==> config.mk <==
export PLATFORM = sky130hd
export DESIGN_NAME = wall_scheduler_flat
export DESIGN_NICKNAME = d
export VERILOG_FILES = /design/src/rtl/wall_scheduler_if.sv /design/src/rtl/wall_scheduler.sv /design/src/flat_wrapper.sv
export SDC_FILE = /design/constraint.sdc
export NUM_CORES = 1
export LEC_CHECK = 0
export ABC_AREA = 1
export BUFFER_PORTS_ARGS = -buffer_cell sky130_fd_sc_hd__buf_2
export CORE_UTILIZATION = 44
export CTS_BUF_LIST = sky130_fd_sc_hd__clkbuf_2
export DETAILED_ROUTE_END_ITERATION = 8
export PLACE_DENSITY = 0.73
export SYNTH_ARGS = -nofsm -noshare
export SYNTH_HDL_FRONTEND = slang
export SYNTH_SLANG_ARGS = --single-unit
==> constraint.sdc <==
create_clock -name clk -period 1.8 [get_ports clk]
set_input_delay 0 -clock clk [delete_from_list [all_inputs] [get_ports clk]]
set_output_delay 0 -clock clk [all_outputs]
set_load 0.005 [all_outputs]
==> src/rtl/wall_scheduler_if.sv <==
// wall_scheduler_if -- bundle between the wall scheduler and the per-wall
// controllers.
//   wall_ready : controller -> scheduler, high = wall idle and spawnable
//   wall_done  : controller -> scheduler, one-cycle pulse when a wall leaves the screen
//   wall_go    : scheduler -> controller, one-hot one-cycle spawn pulse
//   busy_count : scheduler -> observer, number of wall_ready bits that are low
// Modports: master = scheduler side, slave = wall-controller side.
interface wall_scheduler_if #(
  parameter int NUM_WALLS = 4
);
  localparam int CW = $clog2(NUM_WALLS + 1);

  logic [NUM_WALLS-1:0] wall_ready;
  logic [NUM_WALLS-1:0] wall_done;
  logic [NUM_WALLS-1:0] wall_go;
  logic [CW-1:0]        busy_count;

  modport master (input wall_ready, wall_done, output wall_go, busy_count);
  modport slave  (output wall_ready, wall_done, input wall_go, busy_count);
endinterface

==> src/rtl/wall_scheduler.sv <==
// wall_scheduler -- spawns walls on a fixed cadence, round-robin over the
// wall controllers, counts cleared walls and latches game over on a hit.
// Ports:
//   clk, resetn  : clock, synchronous active-low reset
//   enable       : game running; low returns to IDLE and pauses spawning
//   player_hit   : collision; in COUNT/ISSUE moves to OVER (left only by reset)
//   walls        : wall_scheduler_if.master (wall_ready, wall_done in;
//                  wall_go, busy_count out)
//   score        : cleared-wall count, saturates at 255, frozen in OVER
//   game_over    : high while in OVER
// Optional feature: define WALL_SPEEDUP_EN to shorten the spawn interval by
// SPEEDUP_STEP (floored at MIN_INTERVAL) on every 8th score increment.
// Without it the interval stays at SPAWN_INTERVAL.
module wall_scheduler #(
  parameter int NUM_WALLS      = 4,
  parameter int INTERVAL_W     = 26,
  parameter int SPAWN_INTERVAL = 50_000_000,
  parameter int MIN_INTERVAL   = 12_500_000,
  parameter int SPEEDUP_STEP   = 2_500_000
) (
  input  logic                    clk,
  input  logic                    resetn,
  input  logic                    enable,
  input  logic                    player_hit,
  wall_scheduler_if.master        walls,
  output logic [7:0]              score,
  output logic                    game_over
);
  localparam int PW = $clog2(NUM_WALLS);
  localparam int CW = $clog2(NUM_WALLS + 1);
  localparam logic [INTERVAL_W-1:0] SPAWN_I = INTERVAL_W'(SPAWN_INTERVAL);

  typedef enum logic [1:0] {IDLE, COUNT, ISSUE, OVER} state_t;

  state_t                  state, state_nxt;
  logic [INTERVAL_W-1:0]   cnt, cnt_nxt, cur_interval;
  logic [PW-1:0]           ptr, ptr_nxt, sel;
  logic                    found;
  logic [NUM_WALLS-1:0]    go;
  logic [7:0]              score_nxt;
  logic                    score_inc;

  // Round-robin scan: first ready wall at or after ptr, wrapping.
  always_comb begin
    int            idx;
    logic [PW-1:0] cand;
    found = 1'b0;
    sel   = '0;
    idx   = 0;
    cand  = '0;
    for (int i = 0; i < NUM_WALLS; i++) begin
      idx  = (int'(ptr) + i) % NUM_WALLS;
      cand = PW'(idx);
      if (!found && walls.wall_ready[cand]) begin
        found = 1'b1;
        sel   = cand;
      end
    end
  end

  always_comb begin
    logic [CW-1:0] bc;
    bc = '0;
    for (int i = 0; i < NUM_WALLS; i++)
      bc = bc + CW'(!walls.wall_ready[i]);
    walls.busy_count = bc;
  end

  // Next-state; player_hit outranks enable and the spawn itself.
  always_comb begin
    state_nxt = state;
    cnt_nxt   = cnt;
    ptr_nxt   = ptr;
    go        = '0;
    case (state)
      IDLE: if (enable) begin
        state_nxt = COUNT;
        cnt_nxt   = cur_interval - 1'b1;
      end
      COUNT: begin
        if (player_hit)     state_nxt = OVER;
        else if (!enable)   state_nxt = IDLE;
        else if (cnt == '0) state_nxt = ISSUE;
        else                cnt_nxt   = cnt - 1'b1;
      end
      ISSUE: begin
        if (player_hit)   state_nxt = OVER;
        else if (!enable) state_nxt = IDLE;
        else if (found) begin
          go        = NUM_WALLS'(1) << sel;
          ptr_nxt   = (sel == PW'(NUM_WALLS - 1)) ? '0 : sel + 1'b1;
          cnt_nxt   = cur_interval - 1'b1;
          state_nxt = COUNT;
        end
      end
      OVER:    state_nxt = OVER;
      default: state_nxt = IDLE;
    endcase
  end

  // Gated by resetn so a reset cycle never leaks a spawn pulse.
  assign walls.wall_go = resetn ? go : '0;
  assign game_over     = (state == OVER);

  assign score_nxt = score + 8'd1;
  assign score_inc = (state != OVER) && (|walls.wall_done) && (score != 8'hFF);

  always_ff @(posedge clk) begin
    if (!resetn) begin
      state <= IDLE;
      cnt   <= '0;
      ptr   <= '0;
      score <= '0;
    end else begin
      state <= state_nxt;
      cnt   <= cnt_nxt;
      ptr   <= ptr_nxt;
      if (score_inc) score <= score_nxt;
    end
  end

`ifdef WALL_SPEEDUP_EN
  localparam logic [INTERVAL_W:0] MIN_I  = (INTERVAL_W+1)'(MIN_INTERVAL);
  localparam logic [INTERVAL_W:0] STEP_I = (INTERVAL_W+1)'(SPEEDUP_STEP);

  // Compared one bit wider so MIN+STEP cannot wrap; applies from the next load.
  always_ff @(posedge clk) begin
    if (!resetn)
      cur_interval <= SPAWN_I;
    else if (score_inc && score_nxt[2:0] == 3'b000)
      cur_interval <= ({1'b0, cur_interval} >= MIN_I + STEP_I)
                      ? INTERVAL_W'({1'b0, cur_interval} - STEP_I)
                      : INTERVAL_W'(MIN_I);
  end
`else
  assign cur_interval = SPAWN_I;
`endif
endmodule

==> src/flat_wrapper.sv <==
// flat-port wrapper written by rule: the top's interface ports become plain ports
module wall_scheduler_flat 
#(
  parameter int NUM_WALLS      = 4,
  parameter int INTERVAL_W     = 26,
  parameter int SPAWN_INTERVAL = 50_000_000,
  parameter int MIN_INTERVAL   = 12_500_000,
  parameter int SPEEDUP_STEP   = 2_500_000
)
  (clk, resetn, enable, player_hit, score, game_over, walls_wall_ready, walls_wall_done, walls_wall_go, walls_busy_count);
  wall_scheduler_if #(.NUM_WALLS(NUM_WALLS)) walls_i ();
  input  logic clk;
  input  logic resetn;
  input  logic enable;
  input  logic player_hit;
  output logic [7:0] score;
  output logic game_over;
  input wire logic [$bits(walls_i.wall_ready)-1:0] walls_wall_ready;
  input wire logic [$bits(walls_i.wall_done)-1:0] walls_wall_done;
  output wire logic [$bits(walls_i.wall_go)-1:0] walls_wall_go;
  output wire logic [$bits(walls_i.busy_count)-1:0] walls_busy_count;
  assign walls_i.wall_ready = walls_wall_ready;
  assign walls_i.wall_done = walls_wall_done;
  assign walls_wall_go = walls_i.wall_go;
  assign walls_busy_count = walls_i.busy_count;
  wall_scheduler #(.NUM_WALLS(NUM_WALLS), .INTERVAL_W(INTERVAL_W), .SPAWN_INTERVAL(SPAWN_INTERVAL), .MIN_INTERVAL(MIN_INTERVAL), .SPEEDUP_STEP(SPEEDUP_STEP)) u_core (.clk(clk), .resetn(resetn), .enable(enable), .player_hit(player_hit), .walls(walls_i), .score(score), .game_over(game_over));
endmodule
==> qor.yml <==
outcome:
  outcome: "finished, violations left"
  violations: "setup timing"
cells_and_area:
  final_area_mm2: 0.00352
  syn2layout_area_growth_pct: 29.6
  nNetsFinal: 520
  multi_input_area_mm2: 0.00187
  utilization_pct: 59.4
  fillers: 522
  antenna_cells: 0
  layout_commonest_cell: "nand2_1"
  drive_above_1_share_pct: 27.7
  layout_common_cells: "90 x nand2_1, 75 x nor2_1, 45 x inv_1"
  layout.area.seq_um2: 768
min_path:
  hold_depth: 4
  min_path_type: "input pin to register"
global_route:
  grt_max_degree: 28
  grt_pass1_wl_um: 11100
  antenna_found_initial: 0
  grt_pass1_vias: 2613
  grt_use_total_pct: 21.8
  grt.overflow.total: 0
timing:
  rsz0062_at_grt: "yes"
  finalCriticalPeriod_ns: 2.41
  finalHoldViolations: 0
  worst_pin_slew_ns: 0.485
  slew_viol_final: 0
  slew_headroom_pct: 67.7
  period_share_pct: 134
  skew_ns: 0.0484
  fmax_ghz: 0.415
  hold_ws_ns: 0.0395
  setup_violations: 32
  worst_slack_ns: -0.607
power_and_ir_drop:
  power_mw: 2.42
  leakagePower_nw: 1.66
  p_per_area_mw_per_mm2: 688
  irDropWorstVdd_v: 0.000412
floorplan:
  rows: 28
  dieArea_mm2: 0.00648
  io_pins: 28
  core_area_mm2: 0.00592
  start_util_pct: 45.8
  die_h_um: 80.5
  die_w_um: 80.5
critical_path:
  critical_path_class: "register to output port"
  worst-r2r-setup-slack_ns: -0.26
  cp-start-kind: "register"
  cp.depth: 15
  r2r_cells: 14
  cp_top_family: "simple AND/OR/NAND/NOR gates"
  critical_path.max_stage_delay_ns: 0.49
  endpoint_kind: "output port"
  crit_top_cell: "nand2_4"
  cp_num_buf_inv: 6
  cp_slowest_cell: "dfxtp_4"
  worstPathMaxFanout: 8
  crit_required_ns: 1.80
  cp.arrival_ns: 2.41
  worstPathCellList: "clkinv_8, nand2_4, nand2_4, nand2_4, nand2_4, nor3_4, buf_4, nand3_2, nand2_2, inv_2, buf_6, ha_4, inv_2, nor2_2, buf_2"
yosys:
  synth_cell_types: 37
  syn_inst: 438
  ys_seq_area_share_pct: 28.0
  syn_nets: 460
  ys_seq_elements: 38
  syn_avg_cell_area_um2: 6.19
  yosys_warnings: 0
  syn_area_mm2: 0.00271
route:
  num_vias: 2984
  viasPerCell: 5.20
  detail-route-antenna-nets: 0
  drtIter0Drc: 195
  drc: 0
  routed_wl_um: 7230
  detail_route.wl_per_cell_um: 12.6
  firstDrtPassIters: 5
clock_network:
  cts_root_buffer: "clkbuf_2"
  clk_pin_slew_worst_paths_ns: 0.24
  cts_sinks: 38
  cts_made_buffers: 5
  clk_latency_ns: 0.42
  cts_tree: "yes"
  h-tree-depth: 2
  cts_max_path_buffers: 2
place:
  dp_hpwl_um: 4610
  dp_slack_ns: -0.112
  io_buffers: 27
  post_dp_cell_area_mm2: 0.00305
  finalWeightedCongestion: 0.857
flow_run:
  max-cap-violations: 0
-- per-layer routing --
layer | wire length [um] | vias up | track usage [%]
li1 | - | 1508 | -
met1 | 3090 | 1360 | 26.1
met2 | 3640 | 92 | 39.5
met3 | 331 | 24 | 3.64
met4 | 168 | 0 | 6.25
met5 | 0 | - | 0
-- final timing paths --
path                                 startpoint                to
worst min-delay path                     resetn    u_core.cnt[25]
worst min register to register  u_core.score[4]   u_core.score[4]
worst max register to register    u_core.ptr[0]     u_core.ptr[1]
worst max-delay path              u_core.ptr[0]  walls_wall_go[3]
-- report_power, final --
group	internal, mW	total [mW]	switching, mW
clock network	0.231	0.544	0.313
logic	0.365	0.897	0.531
registers	0.911	0.979	0.0678
total	1.51	2.42	0.913
-- state kept, by name (all words and copies together) (netlist names) --
| name | cells |
|---|---|
| u_core.score | 8 |
| u_core.cnt | 26 |
| u_core.ptr | 2 |
| u_core.state | 2 |
-- cell families (layout without fill, tap and decap cells) --
family,after synthesis,after routing,synth area share [%]
buffers and inverters,67,128,10.8
adder cells (fa/ha/maj),10,10,4.89
AO/OA/AOI/OAI,55,55,10.8
flip-flops,38,38,28.0
XOR/XNOR,10,10,3.23
AND/OR/NAND/NOR,258,258,42.3
-- Yosys cell counts --
cell type	count	area (um^2)
nor4_1	1	6.26
and3_1	2	12.5
nor2_2	3	18.8
buf_1	1	3.75
buf_2	1	5.00
inv_6	1	8.76
o21ai_0	21	105
xnor2_1	1	8.76
a31oi_1	1	6.26
nand4_1	8	50.1
a21oi_1	27	135
nand2_1	105	394
buf_6	2	22.5
buf_12	1	20.0
nand2_2	9	56.3
fa_1	1	20.0
o21bai_1	2	15.0
clkbuf_1	5	18.8
nand4_2	1	12.5
a21oi_2	1	8.76
ha_1	9	113
nand3b_1	1	7.51
a22oi_1	1	7.51
inv_2	2	7.51
nor3_2	4	40.0
inv_1	53	199
nand2_4	2	22.5
xor2_1	9	78.8
nand3_2	1	10.0
or2_2	1	6.26
dfxtp_1	38	761
nor3_1	6	30.0
nor2_4	1	11.3
a211oi_1	2	15.0
nor2_1	78	293
buf_4	1	7.51
nand3_1	35	175
-- through the flow --
step           std cells  TNS, ns
6_report             574    -5.03
5_1_grt              574    -7.74
4_1_cts              566    -1.69
3_5_place_dp         550   -0.155
3_3_place_gp         550  -0.0408
2_1_floorplan        438        0
-- worst register-to-register path, stage by stage, from the launching register on --
cell and delay (ns):
dfxtp_4 0.49, clkinv_8 0.11, nand2_4 0.09, nand2_4 0.05
nand2_4 0.07, nand2_4 0.07, nor3_4 0.24, buf_4 0.16
nand3_2 0.06, nand2_2 0.10, inv_2 0.06, buf_6 0.11
ha_4 0.19, o21ai_0 0.14, nor2_1 0.05
-- cell type report --
type / count / area share (%)
clock buffers: 5 / 0.712
multi-input cells: 333 / 53.3
well taps: 75 / 2.67
inverters: 56 / 6.55
repair buffers: 64 / 13.8
flip-flops and latches: 38 / 21.9
clock inverters: 3 / 1.14
-- timing repair --
item	4_1_cts	5_1_grt
pin swaps	20	18
hold buffers	1	0
resized for setup	41	30
gates cloned	0	2
setup endpoints to repair	7	31
buffers inserted	8	6
hold endpoints to repair	1	0
(Power assumes the default switching activity.)
